[src/rtl/fica_mul4_if.sv]
// Sample-stream, accumulator and weight-update handshake bundle
// for the FastICA 4x4-block multiply sequencer.
// Ports: s_valid/s_ready/s_addr sample fetch, en_mul multiplier
//        enable, acc_clr/acc_en accumulator control,
//        upd_start/upd_done/conv weight-update handshake.
// master = controller side, slave = datapath/memory side.
interface fica_mul4_if #(
    parameter int ADDR_W = 10
);
    logic              s_valid;
    logic              s_ready;
    logic [ADDR_W-1:0] s_addr;
    logic              en_mul;
    logic              acc_clr;
    logic              acc_en;
    logic              upd_start;
    logic              upd_done;
    logic              conv;

    modport master (
        input  s_valid, upd_done, conv,
        output s_ready, s_addr, en_mul,
        output acc_clr, acc_en, upd_start
    );

    modport slave (
        output s_valid, upd_done, conv,
        input  s_ready, s_addr, en_mul,
        input  acc_clr, acc_en, upd_start
    );
endinterface

[src/rtl/fica_mul4_ctrl.sv]
// FastICA iteration sequencer: streams samples into the 4x4-block
// multiplier, aligns accumulator enables with the multiplier's
// register stage, and runs weight-update passes until convergence.
// Ports: clk_ctrl, rst_ctrl (sync, active high), start, bus
//        (fica_mul4_if.master), busy, done, converged, iter_cnt,
//        timeout.
// Optional macro FICA_CTRL_TIMEOUT_EN enables the update watchdog;
// without it the update wait is unbounded and timeout is 0.
module fica_mul4_ctrl #(
    parameter int N_SAMPLES = 1024,
    parameter int ADDR_W    = 10,
    parameter int MAX_ITER  = 64,
    parameter int ITER_W    = 7,
    parameter int TO_CYCLES = 256
) (
    input  logic              clk_ctrl,
    input  logic              rst_ctrl,
    input  logic              start,
    fica_mul4_if.master       bus,
    output logic              busy,
    output logic              done,
    output logic              converged,
    output logic [ITER_W-1:0] iter_cnt,
    output logic              timeout
);
    typedef enum logic [2:0] {
        S_IDLE,
        S_CLEAR,
        S_STREAM,
        S_DRAIN,
        S_UPDATE,
        S_DONE
    } state_t;

    state_t            state;
    state_t            state_n;
    logic [ADDR_W-1:0] addr_q;
    logic              acc_en_q;
    logic              first_q;
    logic [ITER_W-1:0] iter_q;
    logic              conv_q;
    logic              accept;
    logic              last;
    logic              upd_hit;
    logic              end_run;
    logic              to_hit;

    assign accept  = (state == S_STREAM) && bus.s_valid;
    assign last    = (addr_q == ADDR_W'(N_SAMPLES - 1));
    assign upd_hit = (state == S_UPDATE) && bus.upd_done;
    assign end_run = upd_hit &&
                     (bus.conv || (iter_q == ITER_W'(MAX_ITER - 1)));

    assign bus.s_ready   = (state == S_STREAM);
    assign bus.en_mul    = bus.s_valid && bus.s_ready;
    assign bus.s_addr    = addr_q;
    assign bus.acc_clr   = (state == S_CLEAR);
    // acc_en trails the accept by one cycle, matching the multiplier
    // output register; the last one lands in DRAIN.
    assign bus.acc_en    = acc_en_q;
    assign bus.upd_start = (state == S_UPDATE) && first_q;
    assign busy          = (state != S_IDLE);
    assign done          = (state == S_DONE);
    assign converged     = conv_q;
    assign iter_cnt      = iter_q;

`ifdef FICA_CTRL_TIMEOUT_EN
    localparam int TO_W = $clog2(TO_CYCLES + 1);
    logic [TO_W-1:0] to_q;
    logic            to_flag;

    // upd_done on the limit cycle takes priority over the watchdog.
    assign to_hit  = (state == S_UPDATE) && !bus.upd_done &&
                     (to_q == TO_W'(TO_CYCLES - 1));
    assign timeout = to_flag;

    always_ff @(posedge clk_ctrl) begin
        if (rst_ctrl) begin
            to_q    <= '0;
            to_flag <= 1'b0;
        end else begin
            if (state == S_UPDATE) to_q <= to_q + 1'b1;
            else                   to_q <= '0;
            if ((state == S_IDLE) && start) to_flag <= 1'b0;
            else if (to_hit)                to_flag <= 1'b1;
        end
    end
`else
    assign to_hit  = 1'b0;
    assign timeout = 1'b0;
`endif

    always_comb begin
        state_n = state;
        unique case (state)
            S_IDLE:   if (start) state_n = S_CLEAR;
            S_CLEAR:  state_n = S_STREAM;
            S_STREAM: if (accept && last) state_n = S_DRAIN;
            S_DRAIN:  state_n = S_UPDATE;
            S_UPDATE: begin
                if (end_run || to_hit) state_n = S_DONE;
                else if (upd_hit)      state_n = S_CLEAR;
            end
            S_DONE:   state_n = S_IDLE;
            default:  state_n = S_IDLE;
        endcase
    end

    always_ff @(posedge clk_ctrl) begin
        if (rst_ctrl) begin
            state    <= S_IDLE;
            addr_q   <= '0;
            acc_en_q <= 1'b0;
            first_q  <= 1'b0;
            iter_q   <= '0;
            conv_q   <= 1'b0;
        end else begin
            state    <= state_n;
            acc_en_q <= accept;
            first_q  <= (state == S_DRAIN);
            if (state_n == S_CLEAR)
                addr_q <= '0;
            else if (accept && !last)
                addr_q <= addr_q + 1'b1;
            if ((state == S_IDLE) && start) begin
                iter_q <= '0;
                conv_q <= 1'b0;
            end else if (upd_hit) begin
                iter_q <= iter_q + 1'b1;
                if (end_run) conv_q <= bus.conv;
            end else if (to_hit) begin
                conv_q <= 1'b0;
            end
        end
    end
endmodule

[src/flat_wrapper.sv]
// flat-port wrapper written by rule: the top's interface ports become plain ports
module fica_mul4_ctrl_flat 
#(
    parameter int N_SAMPLES = 1024,
    parameter int ADDR_W    = 10,
    parameter int MAX_ITER  = 64,
    parameter int ITER_W    = 7,
    parameter int TO_CYCLES = 256
)
  (clk_ctrl, rst_ctrl, start, busy, done, converged, iter_cnt, timeout, bus_s_valid, bus_upd_done, bus_conv, bus_s_ready, bus_s_addr, bus_en_mul, bus_acc_clr, bus_acc_en, bus_upd_start);
  fica_mul4_if #(.ADDR_W(ADDR_W)) bus_i ();
  input  logic clk_ctrl;
  input  logic rst_ctrl;
  input  logic start;
  output logic busy;
  output logic done;
  output logic converged;
  output logic [ITER_W-1:0] iter_cnt;
  output logic timeout;
  input wire logic [$bits(bus_i.s_valid)-1:0] bus_s_valid;
  input wire logic [$bits(bus_i.upd_done)-1:0] bus_upd_done;
  input wire logic [$bits(bus_i.conv)-1:0] bus_conv;
  output wire logic [$bits(bus_i.s_ready)-1:0] bus_s_ready;
  output wire logic [$bits(bus_i.s_addr)-1:0] bus_s_addr;
  output wire logic [$bits(bus_i.en_mul)-1:0] bus_en_mul;
  output wire logic [$bits(bus_i.acc_clr)-1:0] bus_acc_clr;
  output wire logic [$bits(bus_i.acc_en)-1:0] bus_acc_en;
  output wire logic [$bits(bus_i.upd_start)-1:0] bus_upd_start;
  assign bus_i.s_valid = bus_s_valid;
  assign bus_i.upd_done = bus_upd_done;
  assign bus_i.conv = bus_conv;
  assign bus_s_ready = bus_i.s_ready;
  assign bus_s_addr = bus_i.s_addr;
  assign bus_en_mul = bus_i.en_mul;
  assign bus_acc_clr = bus_i.acc_clr;
  assign bus_acc_en = bus_i.acc_en;
  assign bus_upd_start = bus_i.upd_start;
  fica_mul4_ctrl #(.N_SAMPLES(N_SAMPLES), .ADDR_W(ADDR_W), .MAX_ITER(MAX_ITER), .ITER_W(ITER_W), .TO_CYCLES(TO_CYCLES)) u_core (.clk_ctrl(clk_ctrl), .rst_ctrl(rst_ctrl), .start(start), .bus(bus_i), .busy(busy), .done(done), .converged(converged), .iter_cnt(iter_cnt), .timeout(timeout));
endmodule
[config.mk]
export PLATFORM = sky130hd
export DESIGN_NAME = fica_mul4_ctrl_flat
export DESIGN_NICKNAME = d
export VERILOG_FILES = /design/src/rtl/fica_mul4_if.sv /design/src/rtl/fica_mul4_ctrl.sv /design/src/flat_wrapper.sv
export SDC_FILE = /design/constraint.sdc
export NUM_CORES = 1
export LEC_CHECK = 0
export CORE_MARGIN = 3
export CORE_UTILIZATION = 40
export DETAILED_ROUTE_END_ITERATION = 12
export HOLD_SLACK_MARGIN = 0.06
export PLACE_DENSITY = 0.71
export RECOVER_POWER = 50
export SYNTH_ARGS = -nofsm -noshare
export SYNTH_HDL_FRONTEND = slang
export SYNTH_SLANG_ARGS = --single-unit
[constraint.sdc]
create_clock -name clk_ctrl -period 2 [get_ports clk_ctrl]
set_input_delay 0.4 -clock clk_ctrl [delete_from_list [all_inputs] [get_ports clk_ctrl]]
set_output_delay 0.4 -clock clk_ctrl [all_outputs]
set_load 0.02 [all_outputs]
==> results of run 1 <==
[worst register-to-register path, cell delays in order (launching register included)]
cell      delay [ps]
dfxtp_2          380
buf_4            160
nor4bb_1         290
clkbuf_1         370
nand4_1          190
o21ai_0          210
a21oi_1          100
[power groups by stage]
stage	Clock [mW]	Sequential, mW	Combinational [mW]
after floorplan	0	0.479	0.0682
after global placement	0	0.485	0.103
after detailed placement	0	0.486	0.105
after CTS	0.239	0.477	0.102
after global routing	0.250	0.479	0.106
final	0.230	0.477	0.0976
[logic make-up after synthesis]
group	after synthesis
AO/OA/AOI/OAI	24
XOR/XNOR	9
adder cells (fa/ha/maj)	2
buffers and inverters	7
flip-flops	23
multiplexers	3
other	1
AND/OR/NAND/NOR	56
[layer usage]
metal	global-route usage (%)	wire length (um)	vias up
li1	-	-	528
met1	21.8	1220	508
met2	30.3	1360	27
met3	2.61	121	5
met4	5.83	42	0
met5	0	0	-
[placed cells by master, fill, tap and decap left out, types with 4 or more instances in the layout]
cell | netlist | final
a21oi_1 | 10 | 10
dlygate4sd2_1 | 0 | 5
nand2_1 | 6 | 6
buf_4 | 2 | 5
xor2_1 | 7 | 7
dlygate4sd3_1 | 0 | 6
dfxtp_1 | 23 | 20
nor3b_1 | 4 | 4
clkdlybuf4s50_1 | 0 | 19
nor2_1 | 15 | 14
nor3_1 | 5 | 5
nand4_1 | 8 | 8
[flip-flops by register name, summed over array words and instances, names as in the netlist]
name,count
u_core.bus.acc_en,1
u_core.first_q,1
u_core.converged,1
u_core.bus.s_addr,10
u_core.iter_cnt,7
u_core.state,3
[worst paths after layout]
path,start,end
worst max-delay path,bus_upd_done,u_core.converged
worst min-delay path,u_core.converged,u_core.converged
worst max register to register,u_core.state[1],u_core.converged
worst min register to register,u_core.converged,u_core.converged
[repair_timing]
item	CTS	global route
resized for setup	8	3
hold buffers	0	0
endpoints found under the setup margin	6	1
[layout make-up]
class	count	area, sq um
Timing Repair Buffer	36	335
Clock inverter	1	7.51
Multi-Input combinational cell	95	623
Inverter	1	3.75
Clock buffer	3	22.5
Tap cell	30	37.5
Sequential cell	23	469
Fill cell	245	1070
[per-stage QoR]
stage	hold WS [ps]	instances	setup slack [ps]
6_report	522	189	68.3
5_1_grt	544	189	23.4
4_1_cts	521	189	49.4
3_5_place_dp	502	185	-75.8
3_3_place_gp	462	185	-54.1
2_1_floorplan	469	125	366
==> qor.csv, run 1 <==
stage,metric,value,unit
status,status,"complete, no violations",
critical_path,worst_setup_path_end_kind,flip-flop,
finish,fin_util,58.4,%
place,dpl.hpwl,1980,um
drt,routed_wl,2750,um
floorplanning,die_height,59.0,um
critical_path,worst-path-stages,6,
synth,avgSynthCellArea,9.00,sq um
pwr,p_sw_share,27.2,%
sta,hold_violations,0,
synth,synthArstFlopShare,0,%
drt,via_per_inst,5.65,
synth,synth.yosys.warnings,0,
floorplanning,initial_core_util,43.8,%
worst_hold_path,hold_path_class,flip-flop to flip-flop,
synth,muxShareOfSynthArea,2.67,%
critical_path,crit_family,buffers and inverters,
floorplanning,ioPinCount,32,
critical_path,r2r_cells,6,
critical_path,cp_max_fo,8,
pwr,clkPwrFrac,28.6,%
floorplanning,coreArea,0.00257,sq mm
synth,netlist.area_leader.share,40.9,%
finish,drive_gt1_share,10.1,%
sta,worst_clock_skew,7.96,ps
synth,yosys.area.top_type,dfxtp_1,
synth,synthSimpleGateAreaFrac,29.3,%
finish,stdcell_area,0.00150,sq mm
critical_path,crit_buf_inv,2,
synth,yosysUniqueCellTypes,37,
sta,max_freq,518,MHz
grt,grt_pass1_wl,4690,um
critical_path,crit_path_start_kind,input pin,
sta,post-route-period-util,96.6,%
cts,clk_latency,320,ps
place,place_area,0.00148,sq mm
sta,slew_violations,0,
drt,drtPass1Iterations,4,
critical_path,slowest_delay,580,ps
critical_path,crit_type,input pin to flip-flop,
floorplanning,die_area,0.00348,sq mm
floorplanning,die-width,59.0,um
pwr,pwr-share-seq,59.3,%
pwr,p_leak,0.551,nW
finish,synthToLayoutAreaGrowth,33.3,%
synth,synth_area,0.00112,sq mm
job,drv_cap,0,
drt,final_antenna_net_count,0,
critical_path,crit_arrival,2150,ps
pwr,p_switching,0.218,mW
synth,synth-adder-area-share,2.22,%
place,routabilityCongestion,0.770,
critical_path,cpMaxStageDelayCell,dlygate4sd3_1,
sta,period_minus_slack,1930,ps
sta,setup_viol_count_final,0,
sta,rsz0062_at_grt,no,
synth,synth_cells,125,
pwr,max-vdd-ir-drop,350,uV
finish,antenna_cells,0,
cts,path_clk_slew,140,ps
cts,htree_num_levels,1,
synth,synth_nets,133,
critical_path,rrSetupSlack,210,ps
drt,via_count,1068,
synth,synth_most_common_cell,dfxtp_1,
critical_path,worstPathCellList,dlygate4sd3_1 > nor4bb_1 > clkbuf_1 > nand4_1 > o21ai_0 > a21oi_1,
synth,synthTopCellsByArea,"dfxtp_1, xor2_1, nor2_1",
synth,synth_compound_gate_area_share,14.3,%
pwr,pwr_density_cell,537,mW/mm^2
synth,synth_top_family_by_area,simple AND/OR/NAND/NOR gates,
finish,final_nets,168,
grt,grt_util_all_layers,17.4,%
synth,synth_edf_count,0,
cts,postCtsSetupBuffers,0,
grt,grt_max_degree,15,
synth,ys_ff_latch,23,
worst_hold_path,holdPathStages,2,
synth,synth_common_cells,"dfxtp_1, nor2_1, a21oi_1",
floorplanning,rows,18,
pwr,total_power,0.804,mW
sta,fin_tns_setup,0,ps
synth,synth_xor_area_share,7.01,%
drt,drc,0,
cts,cts_tree,yes,
cts,cts_buffers,3,
cts,cts.sinks,23,
place,portBuffers,30,
grt,grt_pass1_vias,1056,
critical_path,required,2220,ps
drt,wl_per_cell,14.5,um
synth,synth_ff_type,dfxtp_1,
synth,synth_seq_area_share,40.9,%
pwr,combPwrFrac,12.1,%
grt,antenna_found_initial,0,
grt,overflow,0,
drt,drtIter0Drc,23,
pwr,internal-power,0.586,mW
cts,cts_buffer_depth,2,
cts,cts-root-buf,clkbuf_4,
Power figures use the tool's default switching activity.
==> run 2: changes to the inputs <==
--- a/config.mk
+++ b/config.mk
@@ -11,6 +11,7 @@
 export HOLD_SLACK_MARGIN = 0.06
 export PLACE_DENSITY = 0.71
 export RECOVER_POWER = 50
+export SKIP_CTS_REPAIR_TIMING = 1
 export SYNTH_ARGS = -nofsm -noshare
 export SYNTH_HDL_FRONTEND = slang
 export SYNTH_SLANG_ARGS = --single-unit
==> run 2 against run 1 <==
Effect of this change:
- register-to-register slack hardly changed
- sequential power hardly changed
- combinational power rose by 6%
- via count grew 0.19%
- clock power about the same
- global-route usage decreased by 0.32 points
- wire length is 0.22% lower
- first-iteration DRC count rose by 4.3%
- count of clock-buffer cells in the layout is the same
- critical endpoint is now busy
- largest cell class unchanged
- largest power group unchanged
==> qor.csv, run 2 (same netlist as run 1, synthesis figures left out) <==
stage,metric,value,unit
finish,antenna_cells,0,
cts,cts_buffers,3,
finish,drive_gt1_share,10.7,%
critical_path,r2r_end,u_core.bus.s_addr[6],
drt,drtIter0Drc,24,
drt,final_antenna_net_count,0,
drt,drtPass1Iterations,4,
finish,register_area,467,sq um
critical_path,slowest_delay,590,ps
finish,stdcell_count,189,
floorplanning,rows,18,
sta,hold_violations,0,
critical_path,worst_setup_path_end_kind,primary output,
pwr,p_leak,0.607,nW
place,routabilityCongestion,0.770,
sta,slew_violations,0,
critical_path,crit_type,flip-flop to primary output,
critical_path,crit_path_start_kind,flip-flop,
grt,grt_pass1_vias,1046,
critical_path,rrSetupSlack,220,ps
sta,fin_ws,75.7,ps
critical_path,r2r_cells,5,
finish,largest_reg_flops,10,
drt,via_count,1070,
critical_path,worstSetupStartpoint,u_core.state[0],
critical_path,crit_family,buffers and inverters,
grt,grt_max_degree,15,
floorplanning,die_height,59.0,um
cts,path_clk_slew,140,ps
drt,drc,0,
pwr,pwr_density_cell,530,mW/mm^2
critical_path,r2r_start,u_core.bus.s_addr[0],
floorplanning,coreArea,0.00257,sq mm
critical_path,crit_buf_inv,1,
job,drv_cap,0,
drt,routed_wl,2740,um
grt,antenna_found_initial,0,
critical_path,cp_max_fo,11,
finish,final_nets,168,
grt,overflow,0,
floorplanning,die_area,0.00348,sq mm
floorplanning,ioPinCount,32,
place,dpl.hpwl,1980,um
worst_hold_path,holdPathStages,2,
floorplanning,die-width,59.0,um
worst_hold_path,min_to,u_core.bus.s_addr[9],
cts,cts-root-buf,clkbuf_4,
grt,grt_util_all_layers,17.1,%
drt,wl_per_cell,14.5,um
worst_hold_path,hp-start,u_core.bus.s_addr[9],
floorplanning,initial_core_util,43.8,%
drt,via_per_inst,5.66,
sta,post-route-period-util,96.2,%
grt,grt_pass1_wl,4610,um
sta,worst_clock_skew,8.42,ps
pwr,max-vdd-ir-drop,353,uV
cts,clk_latency,330,ps
worst_hold_path,hold_path_class,flip-flop to flip-flop,
critical_path,required,1600,ps
finish,layout_commonest_cell,clkdlybuf4s50_1,
place,place_inst,185,
critical_path,worstPathCellList,nor2_2 > nand2_1 > clkdlybuf4s50_1,
critical_path,cpMaxStageDelayCell,clkdlybuf4s50_1,
finish,synthToLayoutAreaGrowth,35.7,%
sta,max_freq,520,MHz
cts,htree_num_levels,1,
place,portBuffers,30,
pwr,total_power,0.809,mW
status,status,"complete, no violations",
finish,layout_common_cells,"clkdlybuf4s50_1, dfxtp_1, nor2_1",
cts,cts_buffer_depth,2,
finish,multiInputGateArea,631,sq um
sta,setup_viol_count_final,0,
sta,period_minus_slack,1920,ps
cts,cts_tree,yes,
place,dpl_worst_slack,-75.8,ps
finish,fillers,244,
critical_path,crit_arrival,1520,ps
cts,cts.sinks,23,
run 2: changes by cell type in the layout (fill, tap and decap cells not counted), sizes merged:
cell,delta
dlygate4sd2,-5
dlymetal6s2s,+5
dlygate4sd3,-5
clkbuf,-1
clkdlybuf4s50,+5
buf,+1
run 2: power breakdown:
part	switching, mW	internal [mW]	leakage [nW]	total (mW)
combinational	0.0531	0.0501	0.406	0.103
clock	0.153	0.0766	0.0139	0.229
sequential	0.0126	0.464	0.187	0.477
run 2: area by class of cell:
| type | instances | share of cell area (%) |
|---|---|---|
| Clock buffer | 3 | 1.48 |
| Clock inverter | 1 | 0.492 |
| Inverter | 1 | 0.246 |
| Multi-Input combinational cell | 95 | 41.3 |
| Sequential cell | 23 | 30.6 |
| Tap cell | 30 | 2.46 |
| Timing Repair Buffer | 36 | 23.4 |
run 2: layer usage:
| metal | track usage (%) | share of wire, % | vias up |
|---|---|---|---|
| met5 | 0 | 0 | - |
| met4 | 5.83 | 1.5 | 0 |
| met3 | 2.61 | 4.3 | 5 |
| met2 | 29.2 | 49 | 26 |
| met1 | 21.8 | 45 | 509 |
| li1 | - | - | 530 |
run 2: how the worst max path moves through the flow:
stage / endpoint / slack, ps / cells after the start
final: busy / 80 / 3
after global routing: busy / -10 / 3
after CTS: done / -240 / 3
after detailed placement: u_core.bus.s_addr[6] / -80 / 6
after global placement: bus_en_mul / -50 / 3
after floorplan: u_core.bus.s_addr[6] / 370 / 5
run 2: through the flow:
| stage | hold slack, ps | util (%) | TNS (ps) | cell area, sq um |
|---|---|---|---|---|
| after floorplan | 469 | - | 0 | 1120 |
| after global placement | 462 | 57.5 | -64.1 | 1480 |
| after detailed placement | 502 | 57.5 | -184 | 1480 |
| after CTS | 521 | 58.6 | -880 | 1510 |
| after global routing | 549 | 59.5 | -11.1 | 1530 |
| final | 524 | 59.5 | 0 | 1530 |
run 2: worst min-delay path: cells and delay by family (launching register included):
family             cells  cell delay [ps]
AOI/OAI and AO/OA      2              130
DFF                    1              360
==> run 3: changes to the inputs <==
--- a/config.mk
+++ b/config.mk
@@ -5,6 +5,7 @@
 export SDC_FILE = /design/constraint.sdc
 export NUM_CORES = 1
 export LEC_CHECK = 0
+export CAP_MARGIN = 15
 export CORE_MARGIN = 3
 export CORE_UTILIZATION = 40
 export DETAILED_ROUTE_END_ITERATION = 12
@@ -15,3 +16,4 @@
 export SYNTH_ARGS = -nofsm -noshare
 export SYNTH_HDL_FRONTEND = slang
 export SYNTH_SLANG_ARGS = --single-unit
+export TNS_END_PERCENT = 10
==> run 3 against run 2 <==
Effect of this change:
- the flow now finishes with violations (negative setup slack)
- worst hold slack did not move
- count of clock-buffer cells in the layout did not move
- fmax fell by 6.6%
==> qor.csv, run 3 (same netlist as run 1, synthesis figures left out) <==
stage,metric,value,unit
finish,largest_reg_flops,10,
sta,rsz0062_at_grt,yes,
place,routabilityCongestion,0.770,
pwr,clkPwrFrac,28.3,%
floorplanning,die_area,0.00348,sq mm
job,drv_cap,0,
finish,final_nets,168,
finish,synthToLayoutAreaGrowth,35.5,%
cts,cts.sinks,23,
pwr,combPwrFrac,12.8,%
critical_path,cpMaxStageDelayCell,clkdlybuf4s50_1,
pwr,pwr-share-seq,58.9,%
sta,slew_violations,0,
floorplanning,die_height,59.0,um
sta,fin_tns_setup,-59.7,ps
critical_path,worstPathCellList,nor2_2 > and3_1 > clkdlybuf4s50_1,
critical_path,crit_buf_inv,1,
floorplanning,initial_core_util,43.8,%
place,dpl.hpwl,1980,um
sta,max_freq,486,MHz
drt,drtPass1Iterations,4,
grt,grt_pass1_vias,1046,
drt,wl_per_cell,14.5,um
critical_path,required,1600,ps
finish,antenna_cells,0,
grt,grt_util_all_layers,17.1,%
floorplanning,coreArea,0.00257,sq mm
sta,hold_violations,0,
cts,path_clk_slew,140,ps
finish,layout_common_cells,"clkdlybuf4s50_1, dfxtp_1, nor2_1",
cts,htree_num_levels,1,
drt,drc,0,
cts,cts-root-buf,clkbuf_4,
critical_path,slowest_delay,600,ps
floorplanning,die-width,59.0,um
critical_path,cp_max_fo,11,
finish,stdcell_area,0.00152,sq mm
sta,setup_viol_count_final,1,
drt,final_antenna_net_count,0,
grt,grt_pass1_wl,4610,um
drt,routed_wl,2740,um
sta,period_minus_slack,2060,ps
grt,overflow,0,
sta,post-route-period-util,103,%
floorplanning,ioPinCount,32,
finish,drive_gt1_share,10.7,%
sta,worst_clock_skew,8.42,ps
pwr,p_switching,0.218,mW
grt,antenna_found_initial,0,
pwr,internal-power,0.591,mW
critical_path,crit_type,flip-flop to primary output,
grt,grt_max_degree,15,
drt,drtIter0Drc,24,
critical_path,worst_setup_path_end_kind,primary output,
cts,cts_buffer_depth,2,
status,violations,negative setup slack,
floorplanning,rows,18,
critical_path,crit_arrival,1660,ps
pwr,pwr_density_cell,531,mW/mm^2
sta,fin_hold_ws,524,ps
pwr,p_leak,0.589,nW
cts,clk_latency,330,ps
finish,fillers,245,
place,place_area,0.00148,sq mm
drt,via_count,1070,
place,portBuffers,30,
status,status,"complete, but fails checks",
pwr,total_power,0.809,mW
finish,fin_util,59.4,%
critical_path,crit_path_start_kind,flip-flop,
drt,via_per_inst,5.66,
sta,fin_ws,-59.7,ps
pwr,p_sw_share,27.0,%
cts,cts_buffers,3,
finish,layout_commonest_cell,clkdlybuf4s50_1,
pwr,max-vdd-ir-drop,353,uV
worst_hold_path,hold_path_class,flip-flop to flip-flop,
critical_path,crit_family,buffers and inverters,
cts,cts_tree,yes,
run 3: cell count changes in the layout (fill, tap and decap cells not counted), sizes merged:
cell	delta
clkdlybuf4s50	+1
dlymetal6s2s	-1
run 3: power by group through the flow:
stage	Sequential [mW]	Clock, mW	Combinational, mW
final	0.477	0.229	0.103
after floorplan	0.479	0	0.0682
after CTS	0.476	0.239	0.105
after global placement	0.485	0	0.103
after global routing	0.479	0.250	0.112
after detailed placement	0.486	0	0.105
run 3: final cells by class:
cell class | count | area [sq um] | share of cell area [%]
flip-flops and latches | 23 | 467 | 30.6
well taps | 30 | 37.5 | 2.46
repair buffers | 36 | 355 | 23.3
clock inverters | 1 | 7.51 | 0.493
inverters | 1 | 3.75 | 0.246
clock buffers | 3 | 22.5 | 1.48
multi-input cells | 95 | 631 | 41.4
run 3: per-layer routing:
metal	wire, um	track usage (%)
met4	42	5.83
met2	1350	29.2
met1	1230	21.8
met3	115	2.61
met5	0	0
run 3: path summary, 6_finish.rpt:
check	start	to	slack, ps	cells after the start
worst max register to register	u_core.bus.s_addr[0]	u_core.bus.s_addr[6]	220	5
worst max-delay path	u_core.state[0]	bus_upd_start	-60	3
worst min-delay path	u_core.bus.s_addr[9]	u_core.bus.s_addr[9]	520	2
worst min register to register	u_core.bus.s_addr[9]	u_core.bus.s_addr[9]	520	2
run 3: stage by stage:
step	cells	worst slack (ps)
3_5_place_dp	185	-75.8
2_1_floorplan	125	366
5_1_grt	189	-148
6_report	189	-59.7
3_3_place_gp	185	-54.1
4_1_cts	189	-243
run 3: worst min-delay path, cell delays in order, from the launching register on:
cell	delay, ps
dfxtp_1	360
o41ai_1	70
a21oi_1	60
